### src/rtl/sys_debug_fifo_if.sv
// Wishbone slave bus bundle for the debug capture FIFO.
// Members: cyc/stb/we/sel/adr/dat_i from host, dat_o/ack/err to host.
interface sys_debug_fifo_if;
    logic        wb_cyc_i;
    logic        wb_stb_i;
    logic        wb_we_i;
    logic [3:0]  wb_sel_i;
    logic [31:0] wb_adr_i;
    logic [31:0] wb_dat_i;
    logic [31:0] wb_dat_o;
    logic        wb_ack_o;
    logic        wb_err_o;

    modport master (
        output wb_cyc_i,
        output wb_stb_i,
        output wb_we_i,
        output wb_sel_i,
        output wb_adr_i,
        output wb_dat_i,
        input  wb_dat_o,
        input  wb_ack_o,
        input  wb_err_o
    );

    modport slave (
        input  wb_cyc_i,
        input  wb_stb_i,
        input  wb_we_i,
        input  wb_sel_i,
        input  wb_adr_i,
        input  wb_dat_i,
        output wb_dat_o,
        output wb_ack_o,
        output wb_err_o
    );
endinterface

### src/rtl/sys_debug_fifo.sv
// Debug capture FIFO drained by the host over a Wishbone slave port.
// Ports: wb_clk_i, wb_rst_n_i, wb (slave bus), fifo_wr_in/fifo_wr_en push
// side, fifo_nonempty_o registered "count != 0" flag.
// Registers (adr[3:2]): 0 DATA pop, 1 STATUS, 2 CTRL, 3 DROP counter.
module sys_debug_fifo #(
    parameter int ADDR_W = 4,
    parameter int DATA_W = 32
) (
    input  logic              wb_clk_i,
    input  logic              wb_rst_n_i,
    sys_debug_fifo_if.slave   wb,
    input  logic [DATA_W-1:0] fifo_wr_in,
    input  logic              fifo_wr_en,
    output logic              fifo_nonempty_o
);

    localparam int DEPTH = 1 << ADDR_W;
    localparam logic [ADDR_W:0] CNT_FULL = {1'b1, {ADDR_W{1'b0}}};

    localparam logic [1:0] REG_DATA = 2'd0;
    localparam logic [1:0] REG_STAT = 2'd1;
    localparam logic [1:0] REG_CTRL = 2'd2;
    localparam logic [1:0] REG_DROP = 2'd3;

    logic [DATA_W-1:0] mem [DEPTH];

    logic [ADDR_W-1:0] wr_ptr;
    logic [ADDR_W-1:0] rd_ptr;
    logic [ADDR_W:0]   count;
    logic [ADDR_W:0]   count_nxt;
    logic              overflow;
    logic              underflow;
    logic [15:0]       drop_cnt;
    logic              ack_q;
    logic [31:0]       dat_q;

    logic              req;
    logic              rd;
    logic              wr;
    logic [1:0]        reg_sel;
    logic              pop_req;
    logic              pop_ok;
    logic              push_ok;
    logic              drop;
    logic              flush;
    logic              clear;
    logic              empty;
    logic              full;
    logic [31:0]       status;
    logic [31:0]       rd_data;

    // Byte selects and undecoded address bits are intentionally ignored.
    logic unused_bits;
    assign unused_bits = ^{wb.wb_sel_i, wb.wb_adr_i[31:4],
                           wb.wb_adr_i[1:0]};

    // Request decode; a request is never taken in the ack cycle, so
    // acks can never appear back to back.
    always_comb begin
        req     = wb.wb_cyc_i & wb.wb_stb_i & ~ack_q;
        rd      = req & ~wb.wb_we_i;
        wr      = req & wb.wb_we_i;
        reg_sel = wb.wb_adr_i[3:2];
        pop_req = rd & (reg_sel == REG_DATA);
        flush   = wr & (reg_sel == REG_CTRL) & wb.wb_dat_i[0];
        clear   = wr & (reg_sel == REG_CTRL) & wb.wb_dat_i[1];
        empty   = (count == '0);
        full    = (count == CNT_FULL);
        pop_ok  = pop_req & ~empty;
        // A pop in the same cycle frees the slot a full push needs.
        // Flush discards the word without counting it as a drop.
        push_ok = fifo_wr_en & ~flush & (~full | pop_ok);
        drop    = fifo_wr_en & ~flush & ~push_ok;
    end

    always_comb begin
        count_nxt = count;
        if (flush) begin
            count_nxt = '0;
        end else begin
            unique case ({push_ok, pop_ok})
                2'b10:   count_nxt = count + 1'b1;
                2'b01:   count_nxt = count - 1'b1;
                default: count_nxt = count;
            endcase
        end
    end

    // STATUS reflects the state before this cycle's push or pop.
    always_comb begin
        status           = '0;
        status[ADDR_W:0] = count;
        status[16]       = empty;
        status[17]       = full;
        status[18]       = overflow;
        status[19]       = underflow;
    end

    always_comb begin
        rd_data = '0;
        if (rd) begin
            unique case (reg_sel)
                REG_DATA: rd_data = pop_ok ? mem[rd_ptr] : '0;
                REG_STAT: rd_data = status;
                REG_CTRL: rd_data = '0;
                REG_DROP: rd_data = {16'h0000, drop_cnt};
                default:  rd_data = '0;
            endcase
        end
    end

    // Storage is left unreset; only the pointers define valid words.
    always_ff @(posedge wb_clk_i) begin
        if (push_ok) begin
            mem[wr_ptr] <= fifo_wr_in;
        end
    end

    always_ff @(posedge wb_clk_i or negedge wb_rst_n_i) begin
        if (!wb_rst_n_i) begin
            wr_ptr          <= '0;
            rd_ptr          <= '0;
            count           <= '0;
            overflow        <= 1'b0;
            underflow       <= 1'b0;
            drop_cnt        <= '0;
            ack_q           <= 1'b0;
            dat_q           <= '0;
            fifo_nonempty_o <= 1'b0;
        end else begin
            ack_q <= req;
            if (req) begin
                dat_q <= rd_data;
            end

            if (flush) begin
                wr_ptr <= '0;
                rd_ptr <= '0;
            end else begin
                if (push_ok) begin
                    wr_ptr <= wr_ptr + 1'b1;
                end
                if (pop_ok) begin
                    rd_ptr <= rd_ptr + 1'b1;
                end
            end
            count           <= count_nxt;
            fifo_nonempty_o <= (count_nxt != '0);

            // Clear beats any flag event raised in the same cycle.
            if (clear) begin
                overflow  <= 1'b0;
                underflow <= 1'b0;
                drop_cnt  <= '0;
            end else begin
                if (drop) begin
                    overflow <= 1'b1;
                    if (drop_cnt != 16'hFFFF) begin
                        drop_cnt <= drop_cnt + 1'b1;
                    end
                end
                if (pop_req && empty) begin
                    underflow <= 1'b1;
                end
            end
        end
    end

    assign wb.wb_ack_o = ack_q;
    assign wb.wb_dat_o = dat_q;
    assign wb.wb_err_o = 1'b0;

endmodule

### src/flat_wrapper.sv
// flat-port wrapper written by rule: the top's interface ports become plain ports
module sys_debug_fifo_flat 
#(
    parameter int ADDR_W = 4,
    parameter int DATA_W = 32
)
  (wb_clk_i, wb_rst_n_i, fifo_wr_in, fifo_wr_en, fifo_nonempty_o, wb_wb_cyc_i, wb_wb_stb_i, wb_wb_we_i, wb_wb_sel_i, wb_wb_adr_i, wb_wb_dat_i, wb_wb_dat_o, wb_wb_ack_o, wb_wb_err_o);
  sys_debug_fifo_if wb_i ();
  input  logic wb_clk_i;
  input  logic wb_rst_n_i;
  input  logic [DATA_W-1:0] fifo_wr_in;
  input  logic fifo_wr_en;
  output logic fifo_nonempty_o;
  input wire logic [$bits(wb_i.wb_cyc_i)-1:0] wb_wb_cyc_i;
  input wire logic [$bits(wb_i.wb_stb_i)-1:0] wb_wb_stb_i;
  input wire logic [$bits(wb_i.wb_we_i)-1:0] wb_wb_we_i;
  input wire logic [$bits(wb_i.wb_sel_i)-1:0] wb_wb_sel_i;
  input wire logic [$bits(wb_i.wb_adr_i)-1:0] wb_wb_adr_i;
  input wire logic [$bits(wb_i.wb_dat_i)-1:0] wb_wb_dat_i;
  output wire logic [$bits(wb_i.wb_dat_o)-1:0] wb_wb_dat_o;
  output wire logic [$bits(wb_i.wb_ack_o)-1:0] wb_wb_ack_o;
  output wire logic [$bits(wb_i.wb_err_o)-1:0] wb_wb_err_o;
  assign wb_i.wb_cyc_i = wb_wb_cyc_i;
  assign wb_i.wb_stb_i = wb_wb_stb_i;
  assign wb_i.wb_we_i = wb_wb_we_i;
  assign wb_i.wb_sel_i = wb_wb_sel_i;
  assign wb_i.wb_adr_i = wb_wb_adr_i;
  assign wb_i.wb_dat_i = wb_wb_dat_i;
  assign wb_wb_dat_o = wb_i.wb_dat_o;
  assign wb_wb_ack_o = wb_i.wb_ack_o;
  assign wb_wb_err_o = wb_i.wb_err_o;
  sys_debug_fifo #(.ADDR_W(ADDR_W), .DATA_W(DATA_W)) u_core (.wb_clk_i(wb_clk_i), .wb_rst_n_i(wb_rst_n_i), .wb(wb_i), .fifo_wr_in(fifo_wr_in), .fifo_wr_en(fifo_wr_en), .fifo_nonempty_o(fifo_nonempty_o));
endmodule
### config.mk
export PLATFORM = sky130hd
export DESIGN_NAME = sys_debug_fifo_flat
export DESIGN_NICKNAME = d
export VERILOG_FILES = /design/src/rtl/sys_debug_fifo_if.sv /design/src/rtl/sys_debug_fifo.sv /design/src/flat_wrapper.sv
export SDC_FILE = /design/constraint.sdc
export NUM_CORES = 1
export LEC_CHECK = 0
export ABC_CLOCK_PERIOD_IN_PS = 5000
export CAP_MARGIN = 5
export CORE_MARGIN = 2
export CORE_UTILIZATION = 30
export DETAILED_ROUTE_END_ITERATION = 12
export SLEW_MARGIN = 20
export SYNTH_ARGS = -nofsm -noshare
export SYNTH_HDL_FRONTEND = slang
export SYNTH_SLANG_ARGS = --single-unit
### constraint.sdc
create_clock -name wb_clk_i -period 5 [get_ports wb_clk_i]
set_input_delay 1 -clock wb_clk_i [delete_from_list [all_inputs] [get_ports wb_clk_i]]
set_output_delay 1 -clock wb_clk_i [all_outputs]
set_load 0.02 [all_outputs]
==> flow_summary.toml <==
[setup_path]
crit_arrival_ps = 4180
critPathKind = "input pin to register"
endpoint_kind = "register"
crit_fanout = 11
required_ps = 5460
critPathLaunchType = "input pin"

[timing]
final.setup_skew_ps = 26.74
rsz0062_at_grt = "no"
finalSetupViolCount = 0
slew_headroom_pct = 45.03
hold_viol_final = 0
slew_violations = 0
setup_tns_ps = 0
period_minus_slack_ps = 3724
fmax_mhz = 268.5
fin_crit_sh_pct = 74.48
worst_pin_slew_ps = 813.1

[routing]
top_layer = "met5"
routed_wl_mm = 50.08
wl_per_cell_um = 22.86
drtIter0Drc = 1110
drt_drc_violations_left = 0
met3_wirelength_mm = 2.995
met1Wirelength_mm = 22.66
via_per_inst = 4.934
vias = 10810
dr.pass1.iters = 6
met2_length_mm = 23.53
drtAntennaViolNets = 0

[clocking]
cts_made_buffers = 56
hold_buffers = 0
cts_tree = "built"
clk_pin_slew_ps = 60
postCtsSetupBuffers = 0
clock_latency_ps = 610
post_cts_resized = 0
cts_buffer_depth = 3
cts_root_buffer = "clkbuf_16"
cts_sinks = 577
cts_max_level = 2

[global_routing]
overflow = 0
grt_max_degree = 66
grt_pass1_wl_mm = 74.71
track_usage_pct = 13.01
grt_pass1_vias = 11200
grt_antenna_before_repair = 3

[synth]
synthFlopType = "edfxtp_1"
postSynthAreaPerCell_um2 = 21.31
synth_top_cell_by_area = "edfxtp_1"
netlist_top_cells_area = "edfxtp_1, mux4_2, dfrtp_1"
synth_edf_count = 512
yosysWarningCount = 0
synth_seq_cells = 577
mappedNetlistArea_um2 = 22460
ys_types = 58
synth_fp_nets = 1167
synthArstFlopShare_pct = 11.27
syn_inst = 1054
yosysSeqAreaShare_pct = 75.69
synth.top_cell.area_share_pct = 68.45

[floorplanning]
row_count = 100
boundaryPins = 141
start_util_pct = 30.22
die_w_um = 277.6
dieArea_um2 = 77080
die_h_um = 277.6
core-area_um2 = 74320

[power_and_ir_drop]
p_total_w = 0.01313
power.leakage_nw = 8.529
p_per_area_nw_per_um2 = 496.4
vdd_drop_max_uv = 249.2

[run]
drv_cap = 0

[finish]
layout.nets = 1287
regArea_um2 = 17010
drive_above_1_share_pct = 25.39
fillers = 6900
syn_to_final_growth_pct = 17.70
multi_input_area_um2 = 5169
final_common_cell = "edfxtp_1"
final_cell_mix = "edfxtp_1, mux4_2, clkdlybuf4s50_1, dfrtp_1, clkbuf_16"

[outcome]
status = "finished clean"

[placed_design]
port_buffers = 75
dpl.hpwl_mm = 28.77
place_congestion = 0.7661

[min_path]
hp-class = "input pin to async pin"
cell usage after synthesis (all sizes together) (2+ instances only):
cell and instances:
nand4 10, nand2 35, or2 3, nand4b 2, buf 22, or4 2, xnor2 8, a32oi 2
and3 3, xor2 13, or3 2, edfxtp 512, a211oi 2, and2 15, mux4 155, inv 19
a22o 12, nor2b 6, ha 7, dfrtp 65, a22oi 12, a222oi 12, a21oi 11, nor2 36
mux2i 5, nor3 5, clkbuf 34, o21ai 11, nor4 4, nor4b 2, and4 6, a31oi 3
nand3 5
metal layers:
metal	vias to the layer above	GRT usage, %
met4	4	3.229
li1	4628	-
met1	5814	18.53
met2	302	20.50
met3	63	2.586
met5	-	0
stage by stage:
stage	hold WS, ps	area (µm²)	setup slack (ps)	cells	util [%]
after global routing	473.9	26440	913.0	2190	35.57
after floorplan	459.7	22460	1526	1054	-
after global placement	461.1	24630	798.2	2084	33.14
after CTS	485.9	26430	1320	2190	35.57
after detailed placement	472.7	24660	711.5	2085	33.18
final	431.0	26440	1276	2191	35.57
power breakdown:
group	switching (W)	total (W)	internal, W
logic	0.00147	0.00297	0.00149
clock network	0.00179	0.00407	0.00229
registers	0.000318	0.00608	0.00576
total	0.00358	0.0131	0.00955
path summary, 6_finish.rpt:
check                      slack [ps]  cells after the start                endpoint                   from
hold / removal                    430                      1      u_core.drop_cnt[7]             wb_rst_n_i
setup / recovery                 1280                     11  u_core.fifo_nonempty_o         wb_wb_adr_i[3]
setup reg to reg                 1820                     10  u_core.fifo_nonempty_o     u_core.wb.wb_ack_o
hold reg to reg                   480                      1   u_core.wb.wb_dat_o[4]  u_core.wb.wb_dat_o[4]
min in group wb_clk_i             480                      1   u_core.wb.wb_dat_o[4]  u_core.wb.wb_dat_o[4]
max in group asynchronous        3950                      1        u_core.rd_ptr[0]             wb_rst_n_i
worst max-delay path, cell delays in order:
cell and delay, ps:
clkdlybuf4s50_1 560, nor3_1 610, o211ai_1 280, a21oi_2 330, xor2_1 200, ha_1 220, nand3_1 80, nor4_1 200
a31oi_1 90, mux2i_1 140, or4_1 470
sequential cells by signal, indices dropped and copies added, names as in the netlist:
name and cells:
u_core.rd_ptr 4, u_core.wb.wb_dat_o 32, u_core.count 5, u_core.mem 512, u_core.fifo_nonempty_o 1, u_core.underflow 1
u_core.wr_ptr 4, u_core.drop_cnt 16, u_core.overflow 1, u_core.wb.wb_ack_o 1
logic make-up after synthesis:
kind of cell,synth area share [%]
flops,75.69
mux,15.76
simple gates,3.303
buf+inv,1.404
compound gates,2.618
xor+xnor,0.8188
fa+ha+maj,0.3899
other cells,0.01669
final cells by class:
type | count | area share [%]
flip-flops and latches | 577 | 64.34
diodes | 1 | 0.009465
clock inverters | 34 | 1.003
clock buffers | 71 | 5.707
multi-input cells | 401 | 19.55
repair buffers | 118 | 4.519
well taps | 969 | 4.586
inverters | 20 | 0.2839
Power figures use the tool's default switching activity.
